$ cat src/rtl/bus_fabric.sv
// Single-initiator bus interconnect: region decode, wait-state
// handshake, bounded timeout and first-error address capture.
module bus_fabric #(
  parameter int NUM_TGT = 4,
  parameter int SEL_BITS = 3,
  parameter logic [NUM_TGT*SEL_BITS-1:0] TGT_SEL =
    {3'b100, 3'b010, 3'b001, 3'b000},
  parameter int TIMEOUT = 255
) (
  input  logic                  clk_i,
  input  logic                  rst_i,
  input  logic                  m_enable_i,
  input  logic [3:0]            m_wstrb_i,
  input  logic [31:0]           m_addr_i,
  input  logic [31:0]           m_wvalue_i,
  output logic [31:0]           m_rvalue_o,
  output logic                  m_ready_o,
  output logic                  m_err_o,
  output logic [NUM_TGT-1:0]    t_enable_o,
  output logic [3:0]            t_wstrb_o,
  output logic [31:0]           t_addr_o,
  output logic [31:0]           t_wvalue_o,
  input  logic [NUM_TGT*32-1:0] t_rvalue_i,
  input  logic [NUM_TGT-1:0]    t_ready_i,
  output logic                  err_valid_o,
  output logic [31:0]           err_addr_o,
  input  logic                  err_clr_i
);

  localparam int IW = (NUM_TGT > 1) ? $clog2(NUM_TGT) : 1;
  localparam int CW = (TIMEOUT > 0) ? $clog2(TIMEOUT + 1) : 1;
  localparam logic [CW-1:0] TMO = CW'(TIMEOUT);
  localparam bit TMO_EN = (TIMEOUT > 0);

  typedef enum logic {S_IDLE, S_WAIT} state_t;

  state_t        state_q;
  logic [CW-1:0] cnt_q;
  logic [IW-1:0] tgt_q;
  logic [IW-1:0] sel_q;
  logic          sel_none_q;
  logic          err_valid_q;
  logic [31:0]   err_addr_q;

  logic [SEL_BITS-1:0] region;
  logic                hit;
  logic [IW-1:0]       hit_idx;
  logic [IW-1:0]       cur_idx;
  logic [NUM_TGT-1:0]  onehot;
  logic [31:0]         rv [NUM_TGT];
  logic                in_wait;
  logic                active;
  logic                tgt_rdy;
  logic                tmo_hit;
  logic                unmapped;
  logic                ok_done;
  logic                err_done;

  assign region = m_addr_i[31:32-SEL_BITS];

  // Region decode, lowest matching target index wins
  always_comb begin
    hit = 1'b0;
    hit_idx = '0;
    for (int k = NUM_TGT - 1; k >= 0; k--) begin
      if (region == TGT_SEL[k*SEL_BITS +: SEL_BITS]) begin
        hit = 1'b1;
        hit_idx = IW'(k);
      end
    end
  end

  for (genvar g = 0; g < NUM_TGT; g++) begin : g_rv
    assign rv[g] = t_rvalue_i[g*32 +: 32];
  end

  assign in_wait  = (state_q == S_WAIT);
  assign cur_idx  = in_wait ? tgt_q : hit_idx;
  assign tgt_rdy  = t_ready_i[cur_idx];
  assign tmo_hit  = TMO_EN && in_wait && (cnt_q == TMO);
  assign unmapped = !in_wait && m_enable_i && !hit;
  assign active   = !rst_i && (in_wait || (m_enable_i && hit));
  assign ok_done  = active && tgt_rdy;
  assign err_done = !rst_i && (unmapped || (tmo_hit && !tgt_rdy));

  assign m_ready_o = ok_done || err_done;
  assign m_err_o   = err_done;

  // One-hot target request, dropped in the timeout cycle
  always_comb begin
    onehot = '0;
    onehot[cur_idx] = 1'b1;
    t_enable_o = '0;
    if (active && !(tmo_hit && !tgt_rdy))
      t_enable_o = onehot;
  end

  assign t_wstrb_o  = m_wstrb_i;
  assign t_addr_o   = m_addr_i;
  assign t_wvalue_o = m_wvalue_i;

  assign m_rvalue_o  = sel_none_q ? 32'h0 : rv[sel_q];
  assign err_valid_o = err_valid_q;
  assign err_addr_o  = err_addr_q;

  // Request FSM with saturating wait counter
  always_ff @(posedge clk_i) begin
    if (rst_i) begin
      state_q <= S_IDLE;
      cnt_q   <= '0;
      tgt_q   <= '0;
    end else begin
      unique case (state_q)
        S_IDLE: begin
          if (m_enable_i && hit && !tgt_rdy) begin
            state_q <= S_WAIT;
            tgt_q   <= hit_idx;
            cnt_q   <= CW'(1);
          end
        end
        S_WAIT: begin
          if (tgt_rdy || tmo_hit) begin
            state_q <= S_IDLE;
            cnt_q   <= '0;
          end else if (TMO_EN) begin
            cnt_q <= cnt_q + 1'b1;
          end
        end
        default: state_q <= S_IDLE;
      endcase
    end
  end

  // Read-mux select captured at every completion
  always_ff @(posedge clk_i) begin
    if (rst_i) begin
      sel_q      <= '0;
      sel_none_q <= 1'b1;
    end else if (m_ready_o) begin
      sel_q      <= cur_idx;
      sel_none_q <= m_err_o;
    end
  end

  // First-error capture; a new error beats a same-cycle clear
  always_ff @(posedge clk_i) begin
    if (rst_i) begin
      err_valid_q <= 1'b0;
      err_addr_q  <= '0;
    end else if (m_err_o && (!err_valid_q || err_clr_i)) begin
      err_valid_q <= 1'b1;
      err_addr_q  <= m_addr_i;
    end else if (err_clr_i) begin
      err_valid_q <= 1'b0;
    end
  end

endmodule

$ cat config.mk
export PLATFORM = sky130hd
export DESIGN_NAME = bus_fabric
export DESIGN_NICKNAME = d
export VERILOG_FILES = /design/src/rtl/bus_fabric.sv
export SDC_FILE = /design/constraint.sdc
export NUM_CORES = 1
export LEC_CHECK = 0
export ABC_AREA = 0
export BUFFER_PORTS_ARGS = -buffer_cell sky130_fd_sc_hd__buf_2
export CORE_AREA = 4 4 133 135
export CTS_CLUSTER_DIAMETER = 50
export CTS_CLUSTER_SIZE = 16
export DETAILED_ROUTE_END_ITERATION = 10
export DIE_AREA = 0 0 137 139
export RECOVER_POWER = 100
export SYNTH_ARGS = -nofsm -noshare
export SYNTH_HDL_FRONTEND = slang
export SYNTH_SLANG_ARGS = --single-unit
$ cat constraint.sdc
create_clock -name clk_i -period 2.85 [get_ports clk_i]
set_input_delay 0.57 -clock clk_i [delete_from_list [all_inputs] [get_ports clk_i]]
set_output_delay 0.57 -clock clk_i [all_outputs]
set_load 0.02 [all_outputs]
## Word-level counts from Yosys, hierarchy flattened

Index checks and enable logic that the tools add are counted.
Widths: inputs -> output; s select.

| cells by class | value |
|---|---|
| add/sub/neg operators | 1 |
| equality and inequality tests | 5 |
| mux-type cells | 26 |
| reductions and logical operators | 26 |
| order comparisons | 3 |
| bitwise gates (word level) | 2 |

Operator list:

| operator | count |
|---|---|
| $mux 32 | 3 |
| $bmux 32 s2 | 1 |
| $mux 8 | 2 |
| $pmux 8 s2 | 1 |
| $logic_and 1x1->1 | 12 |
| $mux 1 | 10 |
| $mux 2 | 5 |
| $add 8x1->8 const B | 1 |
| $eq 8x8->1 const B | 1 |
| $logic_not 1->1 | 6 |
| $logic_or 1x1->1 | 5 |
| $mux 4 | 1 |
| $eq 3x1->1 const B | 1 |
| $eq 3x2->1 const B | 1 |
| $eq 3x3->1 const B | 1 |
| $ge 3x3->1 const B | 1 |
| $logic_not 3->1 | 1 |
| $lt 2x3->1 const B | 1 |
| $not 2->3 | 1 |
| $bmux 1 s2 | 1 |
| $demux 1 s2 | 1 |
| $ge 2x1->1 const B | 1 |
| $ne 2x2->1 const B | 1 |
| $pmux 1 s2 | 1 |
| other kinds (3) | 3 |

| word-level totals | value |
|---|---|
| bits of input ports | 204 |
| register bits after elaboration | 47 |
| output and inout bits | 139 |
| word-level logic and storage cells | 70 |

## Depth between registers and ports, before layout

Gate-level depths: netlist of the first run.

| depth | value |
|---|---|
| depth after elaboration | 14 |
| depth in mapped cells | 10 |
| mapped depth without buffers | 7 |

## Worst setup path before layout of the first run

Ideal clock, no wire load.

| timing | value |
|---|---|
| path type | in2out |
| start | input m_addr_i[31] |
| end | output m_ready_o |
| data arrival time | 2230 ps |
| required time | 2280 ps |
| cell stages on the path | 7 |
| buffers on the path | 2 |
| slack | 50 ps |
| cell sequence | buf_2 > xnor2_1 > or3_1 > a31o_1 > o21ba_1 > buf_6 > o21ai_0 |

| between the ends | value |
|---|---|
| cells in the longest elaborated chain, start to end | 13 |

RTL lines:

| element | RTL line | text |
|---|---|---|
| start, declared | 14 | `input logic [31:0] m_addr_i,` |
| $eq 3x3->1 | 66 | `if (region == TGT_SEL[k*SEL_BITS +: SEL_BITS]) begin` |
| $mux 2 (4 in series) | 66 |  |
| $mux 2 | 78 | `assign cur_idx = in_wait ? tgt_q : hit_idx;` |
| $bmux 1 s2 | 79 | `assign tgt_rdy = t_ready_i[cur_idx];` |
| $mux 1 (not written as such) | 79 |  |
| $logic_not 1->1 | 84 | `assign err_done = !rst_i && (unmapped \|\| (tmo_hit && !tgt_rdy));` |
| $logic_and 1x1->1 | 84 |  |
| $logic_or 1x1->1 | 84 |  |
| $logic_and 1x1->1 | 84 |  |
| $logic_or 1x1->1 * | 86 | `assign m_ready_o = ok_done \|\| err_done;` |
| end, declared | 17 | `output logic m_ready_o,` |

Every way passes the cells marked *; elsewhere a longest branch is shown, timed or not. The select of a mux whose other input is x is not followed.

## Worst setup path after layout of the first run

| timing | value |
|---|---|
| start | input m_addr_i[30] |
| end | output m_err_o |

| between the ends | value |
|---|---|
| cells in the longest elaborated chain, start to end | 12 |

RTL lines:

| element | RTL line | text |
|---|---|---|
| $eq 3x3->1 | 66 |  |
| $mux 2 (4 in series) | 66 |  |
| $mux 2 | 78 |  |
| $bmux 1 s2 | 79 |  |
| $mux 1 (not written as such) | 79 |  |
| $logic_not 1->1 | 84 |  |
| $logic_and 1x1->1 | 84 |  |
| $logic_or 1x1->1 * | 84 |  |
| $logic_and 1x1->1 * | 84 |  |
| end, declared | 18 | `output logic m_err_o,` |

Marked as above.

==> flow_summary.json, run 1 <==
{
  "outcome": "completed",
  "cts_tree": "yes",
  "async_reset_ff_share_pct": 0,
  "netlist_instances": 398,
  "dp_hpwl_microns": 11990,
  "tightest_slew_ps": 638.4,
  "final_common_cell": "buf_2",
  "fin_setup_tns_ps": 0,
  "cap_violations": 0,
  "start_kind": "input pin",
  "critPathTopFamily": "simple AND/OR/NAND/NOR gates",
  "clk_latency_ps": 290,
  "cts_buffers": 5,
  "layout.nets": 800,
  "drt_iter0_markers": 125,
  "min_delay_worst_endpoint": "err_addr_o[3]",
  "cts.sinks": 47,
  "rsz0062_at_grt": "false",
  "critPathMaxStageDelay_ps": 330,
  "whs_ps": 471.5,
  "cts_resized": 0,
  "worstRegToRegCells": 9,
  "port-buffer-count": 270,
  "synth_nets": 603,
  "dp.cells": 808,
  "synth_compound_area_share_pct": 6.280,
  "ir_drop_v": 0.0003389,
  "track_usage_pct": 13.50,
  "final_cell_mix": "buf_2 (170), clkbuf_1 (101), nand2b_1 (65)",
  "vias": 3615,
  "wl_per_cell_microns": 17.21,
  "boundaryPins": 343,
  "drtPass1Iterations": 4,
  "ys_types": 53,
  "antenna_found_initial": 2,
  "rows": 47,
  "fp.dieW_microns": 137,
  "grt_pass1_vias": 3569,
  "synth-xor-area-share_pct": 1.332,
  "fin_crit_sh_pct": 95.58,
  "critPathArrivalTime_ps": 2150,
  "power_uw": 1945,
  "synth-simple-area-share_pct": 23.12,
  "final-max-slew-violation-count": 0,
  "routed_wl_microns": 14100,
  "crit_type": "input pin to output pin",
  "hold-path-cell-count": 2,
  "fmax_mhz": 367.1,
  "synth_seq_cells": 47,
  "max-slew-margin-rel_pct": 57.44,
  "avgSynthCellArea_sq_um": 9.912,
  "grt-ovfl-total": 0,
  "core_area_sq_um": 16470,
  "period_needed_ps": 2724,
  "drc": 0,
  "synth.area.top_cells": "dfxtp_1 (24%), mux4_2 (18%), buf_4 (13%)",
  "via_per_inst": 4.414,
  "die-area_sq_um": 19040,
  "grt_start_max_net_pins": 43,
  "path_buf_inv": 3,
  "cp_slowest_cell": "or3_1",
  "yosysSeqAreaShare_pct": 23.85,
  "start_util_pct": 23.96,
  "fin_cells": 819,
  "synth-edff-count": 0,
  "hp-class": "register to register",
  "placed_area_sq_um": 5021,
  "drive_gt1_share_pct": 38.59,
  "finClkSkew_ps": 5.315,
  "grt_pass1_wl_microns": 19850,
  "path_max_fanout": 7,
  "synthAdderAreaFrac_pct": 0.5709,
  "synth_top_family_by_area": "multiplexers",
  "path_cells": "buf_2, or2_1, or3_1, a31o_1, o21ba_1, buf_4, nor2_1, clkbuf_2",
  "chipHeight_microns": 139,
  "reg2reg_from": "cnt_q[0]",
  "routabilityCongestion": 0.9114,
  "synthMuxAreaShare_pct": 26.90,
  "yosysWarnings": 0,
  "synth_area_sq_um": 3945,
  "clk_pin_slew_ps": 60,
  "setup_viol": 0,
  "regToRegEndpoint": "err_addr_o[30]",
  "ys.flop_type": "dfxtp_1",
  "holdBufCountCts": 0,
  "netlist.area_leader.share_pct": 23.85,
  "p_per_area_nw_per_um2": 392.1,
  "cts-root-buf": "clkbuf_16",
  "clockBufferDepth": 2,
  "synth_area_leader_cell": "dfxtp_1",
  "finalHoldViolCount": 0,
  "power_leakage_uw": 0.002020,
  "hold_start": "err_addr_o[3]",
  "required_ps": 2280,
  "cp-end-kind": "output pin",
  "post-cts-setup-buffers": 0,
  "ant_nets": 0,
  "rrSetupSlack_ps": 260,
  "final_area_sq_um": 4961,
  "syn_to_final_growth_pct": 25.75,
  "h-tree-depth": 2
}
## worst min-delay path: cells and delay by family, from the launching register on
kind	cells	cell delay, ps
mux	1	50
flops	1	310
simple gates	1	60
## cell type report
class                           count  area (sq um)
Clock inverter                      2         12.51
Clock buffer                        6         128.9
Inverter                            3         11.26
Antenna cell                        3         7.507
Timing Repair Buffer              286          1331
Tap cell                          220         275.3
Fill cell                        1785         11500
Multi-Input combinational cell    252          2252
Sequential cell                    47         942.2
## flip-flops by register name, indices dropped and copies added, names as in the netlist
signal and count:
err_addr_o 32, cnt_q 8, sel_q 2, tgt_q 2, err_valid_o 1, in_wait 1, sel_none_q 1
## where the power goes
group | switching [uW] | internal (uW)
combinational | 331 | 318
clock | 255 | 324
sequential | 22.7 | 693
total | 609 | 1340
## stage by stage
step	utilization, %	setup WS, ps
2_1_floorplan	-	50.01
3_3_place_gp	30.49	151.4
3_5_place_dp	30.49	137.7
4_1_cts	31.35	132.2
5_1_grt	30.11	37.75
6_report	30.13	125.9
## worst max-delay path by stage
stage,cells past startpoint,to,start
6_report,8,m_err_o,m_addr_i[30]
5_1_grt,8,t_enable_o[0],cnt_q[0]
4_1_cts,8,m_err_o,m_addr_i[30]
2_1_floorplan,7,m_ready_o,m_addr_i[31]
3_3_place_gp,8,m_err_o,m_addr_i[30]
3_5_place_dp,8,m_err_o,m_addr_i[30]
## cells in the mapped netlist (2+ instances only)
cell type and number:
a21boi_0 2, and3_1 8, dfxtp_1 47, xor2_1 3, nand3_1 6, buf_2 3
a311oi_1 2, clkbuf_1 14, buf_12 3, nor2_1 16, inv_1 3, o21ai_0 5
mux2i_1 34, nand2_1 5, xnor2_1 3, nand2b_1 65, nor2b_1 33, buf_4 70
buf_6 2, mux4_2 32, a22o_1 4, a21oi_1 4, buf_1 2, a221o_1 3
## cell families after synthesis
logic type	Yosys count
AOI/OAI and AO/OA	31
xor gates and xnor gates	6
adders and majority gates	2
buffers and inverters	99
DFF	47
muxes	66
and+or+nand+nor	147
## routing by layer
layer | wire length (microns) | up-vias | track usage (%)
met3 | 1713 | 9 | 4.463
li1 | - | 1714 | -
met5 | 0 | - | 0
met4 | 249 | 0 | 3.939
met2 | 6502 | 243 | 22.39
met1 | 5633 | 1649 | 16.58
Note: power is estimated with default switching activity, not from simulation.
==> run 2: changes to the inputs <==
Settings changed: RECOVER_POWER 100 to 25.
==> run 2 against run 1 <==
Cell area grew 4.0%. Sequential power is essentially flat. Global-route usage is the same. Sequential share of layout area shrank 0.72 points. Register-to-register slack gained 360 ps. Critical path type unchanged. Setup slack gained 6.9 ps. Die area is the same.
==> flow_summary.json, run 2 (synthesis results as in run 1) <==
{
  "power_leakage_uw": 0.002378,
  "antenna_found_initial": 2,
  "intPower_uw": 1366,
  "setup_viol": 0,
  "crit_path_end": "m_err_o",
  "layout.nets": 800,
  "worstRegToRegCells": 9,
  "post-cts-setup-buffers": 0,
  "cts-root-buf": "clkbuf_16",
  "p_comb_share_pct": 34.5,
  "port-buffer-count": 270,
  "cap_violations": 0,
  "critPathArrivalTime_ps": 2150,
  "ant_nets": 0,
  "start_util_pct": 23.96,
  "drtPass1Iterations": 4,
  "required_ps": 2280,
  "fin_cells": 819,
  "rrSetupSlack_ps": 620,
  "finClkSkew_ps": 6.195,
  "cp-startpoint": "m_addr_i[30]",
  "crit_type": "input pin to output pin",
  "fin_crit_sh_pct": 95.34,
  "wl_per_cell_microns": 17.20,
  "dp_hpwl_microns": 11990,
  "crit_path_frequent_cell": "buf_2",
  "final_cell_mix": "buf_2 (260), nand2b_1 (65), dfxtp_1 (46)",
  "path_max_fanout": 7,
  "clockBufferDepth": 2,
  "finalHoldViolCount": 0,
  "final-max-slew-violation-count": 0,
  "max-slew-margin-rel_pct": 64.14,
  "holdBufCountCts": 0,
  "grt_pass1_wl_microns": 19850,
  "vias": 3630,
  "cts_resized": 0,
  "dp.cells": 808,
  "largest_reg_flops": 32,
  "grt_start_max_net_pins": 43,
  "clk_pin_slew_ps": 60,
  "cp_slowest_cell": "or3_1",
  "switching_share_pct": 31.03,
  "drc": 0,
  "rsz0062_at_grt": "false",
  "regToRegEndpoint": "err_addr_o[30]",
  "switchingPower_uw": 614.6,
  "via_per_inst": 4.432,
  "ir_drop_v": 0.0003360,
  "reg2reg_from": "cnt_q[0]",
  "drt_iter0_markers": 112,
  "clkPwrFrac_pct": 29.3,
  "cts.sinks": 47,
  "clk_latency_ps": 290,
  "tightest_slew_ps": 532.3,
  "track_usage_pct": 13.50,
  "start_kind": "input pin",
  "p_per_area_nw_per_um2": 384.0,
  "period_needed_ps": 2717,
  "core_area_sq_um": 16470,
  "p_seq_share_pct": 36.1,
  "boundaryPins": 343,
  "chipHeight_microns": 139,
  "h-tree-depth": 2,
  "critPathMaxStageDelay_ps": 330,
  "hp-class": "register to register",
  "cp-end-kind": "output pin",
  "syn_to_final_growth_pct": 30.73,
  "cts_buffers": 5,
  "cts_tree": "yes",
  "final_common_cell": "buf_2",
  "fmax_mhz": 368.0,
  "rows": 47,
  "path_cells": "buf_2, or2_1, or3_1, a31o_1, o21ba_1, buf_4, nor2_1, buf_2",
  "routabilityCongestion": 0.9114,
  "routed_wl_microns": 14090,
  "fp.dieW_microns": 137,
  "grt-ovfl-total": 0,
  "grt_pass1_vias": 3569,
  "outcome": "completed",
  "die-area_sq_um": 19040,
  "fin_setup_tns_ps": 0,
  "drive_gt1_share_pct": 54.36
}
## run 2: changes by cell type in the layout (fill, tap and decap cells not counted), moves of 2 or more
cell / change
buf_2: +90
clkbuf_1: -90
clkbuf_2: -6
buf_4: +5
buf_12: +2
## run 2: how the worst min path moves through the flow
stage              startpoint  cells after the start             end
6_report        err_addr_o[3]                      2   err_addr_o[3]
5_1_grt         err_addr_o[5]                      2   err_addr_o[5]
4_1_cts         err_addr_o[5]                      2   err_addr_o[5]
3_5_place_dp   err_addr_o[13]                      2  err_addr_o[13]
3_3_place_gp    err_addr_o[2]                      2   err_addr_o[2]
2_1_floorplan        tgt_q[1]                      2        tgt_q[1]
## run 2: layer usage
metal | global-route usage [%] | share of wire, %
met5 | 0 | 0
met1 | 16.58 | 40
met4 | 3.939 | 1.8
met2 | 22.39 | 46
met3 | 4.463 | 12
## run 2: cell type report
cell class,count,area (sq um)
Fill cell,1727,11310
Clock buffer,6,128.9
Antenna cell,3,7.507
Tap cell,220,275.3
Inverter,3,11.26
Clock inverter,2,12.51
Multi-Input combinational cell,252,2296
Timing Repair Buffer,286,1484
Sequential cell,47,942.2
## run 2: critical path, delay by kind of cell
kind	cells	cell delay, ps
and+or+nand+nor	3	670
buffers and inverters	3	470
AOI/OAI and AO/OA	2	420
## run 2: power groups by stage
stage / clock network (uW) / logic (uW) / registers [uW]
after floorplan: 0 / 513 / 761
after global placement: 0 / 689 / 730
after detailed placement: 0 / 697 / 730
after CTS: 604 / 699 / 716
after global routing: 622 / 739 / 721
final: 581 / 684 / 716
## run 2: through the flow
stage / cell area, sq um / worst slack [ps] / power, uW / hold slack [ps] / util (%)
after floorplan: 3945 / 50.01 / 1275 / 460.2 / -
after global placement: 5021 / 151.4 / 1420 / 455.2 / 30.49
after detailed placement: 5021 / 137.7 / 1427 / 458.3 / 30.49
after CTS: 5162 / 132.2 / 2018 / 474.1 / 31.35
after global routing: 5155 / 51.05 / 2082 / 486.2 / 31.31
final: 5157 / 132.8 / 1981 / 469.1 / 31.32
==> run 3: changes to the inputs <==
Settings changed: ABC_AREA 0 to unset, CORE_AREA 4 4 133 135 to 4 4 132 134, DIE_AREA 0 0 137 139 to 0 0 136 138, RECOVER_POWER 25 to 50.
Clock period 2.85 ns to 3.2 ns, I/O delays scaled along.
==> run 3 against run 2 <==
Non-clock buffer count is 4 lower. Cell area fell by 1.7%. Setup slack improved by 130 ps. Cell count is 0.98% lower. Total power decreased by 8.1%. Clock skew is 3.6 ps higher. Sequential share of layout area is 0.32 points higher. Clock-buffer cell count fell by 1. Combinational power down 13%. Global-route usage grew 0.46 points. Critical endpoint is now m_ready_o.
==> flow_summary.json, run 3 (synthesis results as in run 1) <==
{
  "final_area_sq_um": 5070,
  "rrSetupSlack_ps": 860,
  "crit_type": "input pin to output pin",
  "path_cells": "buf_2, or2_1, or3_1, a31o_1, o21ba_1, o21ai_0, buf_2",
  "chipHeight_microns": 138,
  "grt-ovfl-total": 0,
  "fillers": 1754,
  "grt_pass1_wl_microns": 20210,
  "cp-startpoint": "m_addr_i[30]",
  "diodes": 0,
  "dp_hpwl_microns": 12020,
  "clockBufferDepth": 2,
  "path_max_fanout": 7,
  "h-tree-depth": 2,
  "cts-root-buf": "clkbuf_16",
  "grt_start_max_net_pins": 75,
  "critPathArrivalTime_ps": 2300,
  "drt_iter0_markers": 109,
  "power_leakage_uw": 0.002202,
  "worstRegToRegCells": 9,
  "hold_start": "err_addr_o[13]",
  "via_per_inst": 4.416,
  "die-area_sq_um": 18770,
  "routabilityCongestion": 0.8089,
  "rows": 47,
  "crit_path_frequent_cell": "buf_2",
  "hp-class": "register to register",
  "p_per_area_nw_per_um2": 359.1,
  "placed_area_sq_um": 4979,
  "finClkSkew_ps": 9.802,
  "wl_per_cell_microns": 17.51,
  "ir_drop_v": 0.0001615,
  "fmax_mhz": 340.3,
  "antenna_found_initial": 0,
  "port-buffer-count": 270,
  "routed_wl_microns": 14200,
  "finalWorstSetupSlack_ps": 261.1,
  "final_common_cell": "buf_2",
  "cts_resized": 0,
  "final_cell_mix": "buf_2 (213), nand2b_1 (65), clkbuf_1 (57)",
  "drc": 0,
  "grt_pass1_vias": 3519,
  "rsz0062_at_grt": "false",
  "setup_viol": 0,
  "max-slew-margin-rel_pct": 62.00,
  "drtPass1Iterations": 4,
  "final-max-slew-violation-count": 0,
  "cts_buffers": 5,
  "syn_to_final_growth_pct": 28.51,
  "boundaryPins": 343,
  "whs_ps": 470.0,
  "drive_gt1_share_pct": 46.19,
  "cp_slowest_cell": "or3_1",
  "core_area_sq_um": 16290,
  "track_usage_pct": 13.96,
  "cts.sinks": 47,
  "clk_latency_ps": 290,
  "cap_violations": 0,
  "fin_setup_tns_ps": 0,
  "critPathMaxStageDelay_ps": 340,
  "reg2reg_from": "cnt_q[0]",
  "period_needed_ps": 2939,
  "start_kind": "input pin",
  "cts_tree": "yes",
  "start_util_pct": 24.22,
  "vias": 3581,
  "layout.nets": 796,
  "dpl_worst_slack_ps": 257.2,
  "holdBufCountCts": 0,
  "outcome": "completed",
  "clk_pin_slew_ps": 70,
  "largest_reg_flops": 32,
  "tightest_slew_ps": 570.0,
  "post-cts-setup-buffers": 0,
  "power_uw": 1821,
  "required_ps": 2560,
  "cp-end-kind": "output pin",
  "hold-path-cell-count": 2,
  "ant_nets": 0,
  "fp.dieW_microns": 136,
  "finalHoldViolCount": 0,
  "fin_crit_sh_pct": 91.84
}
==> run 3: stage by stage <==
stage               cells  util, %
finish                811    31.12
global route          811    31.12
CTS                   811    31.56
detailed placement    804    30.56
global placement      804    30.56
floorplan             398        -
==> run 3: cell type report <==
cell class	instances	area (sq um)	area share [%]
repair buffers	282	1383	27.27
clock inverters	2	37.54	0.7404
clock buffers	5	125.1	2.468
flip-flops and latches	47	942.2	18.58
well taps	220	275.3	5.429
inverters	3	11.26	0.2221
multi-input cells	252	2296	45.29
==> run 3: final timing paths <==
| check | end |
|---|---|
| worst max-delay path | m_ready_o |
| worst min-delay path | err_addr_o[13] |
| worst max register to register | err_addr_o[29] |
| worst min register to register | err_addr_o[13] |
==> run 3: where the power goes <==
group | switching (uW) | internal [uW] | total [uW]
sequential | 26.6 | 618 | 644
clock | 219 | 364 | 583
combinational | 299 | 295 | 593
total | 544 | 1280 | 1820
==> run 3: per-layer routing <==
metal	vias up	track usage (%)	share of wire, %
met5	-	0	0
met4	0	2.865	0.87
met3	9	4.033	10
met2	232	23.68	47
met1	1638	17.62	42
li1	1702	-	-
==> run 3: worst max-delay path, delay by kind of cell <==
family | cells | cell delay, ps
AND/OR/NAND/NOR | 2 | 610
buffers and inverters | 2 | 380
AO/OA/AOI/OAI | 3 | 650
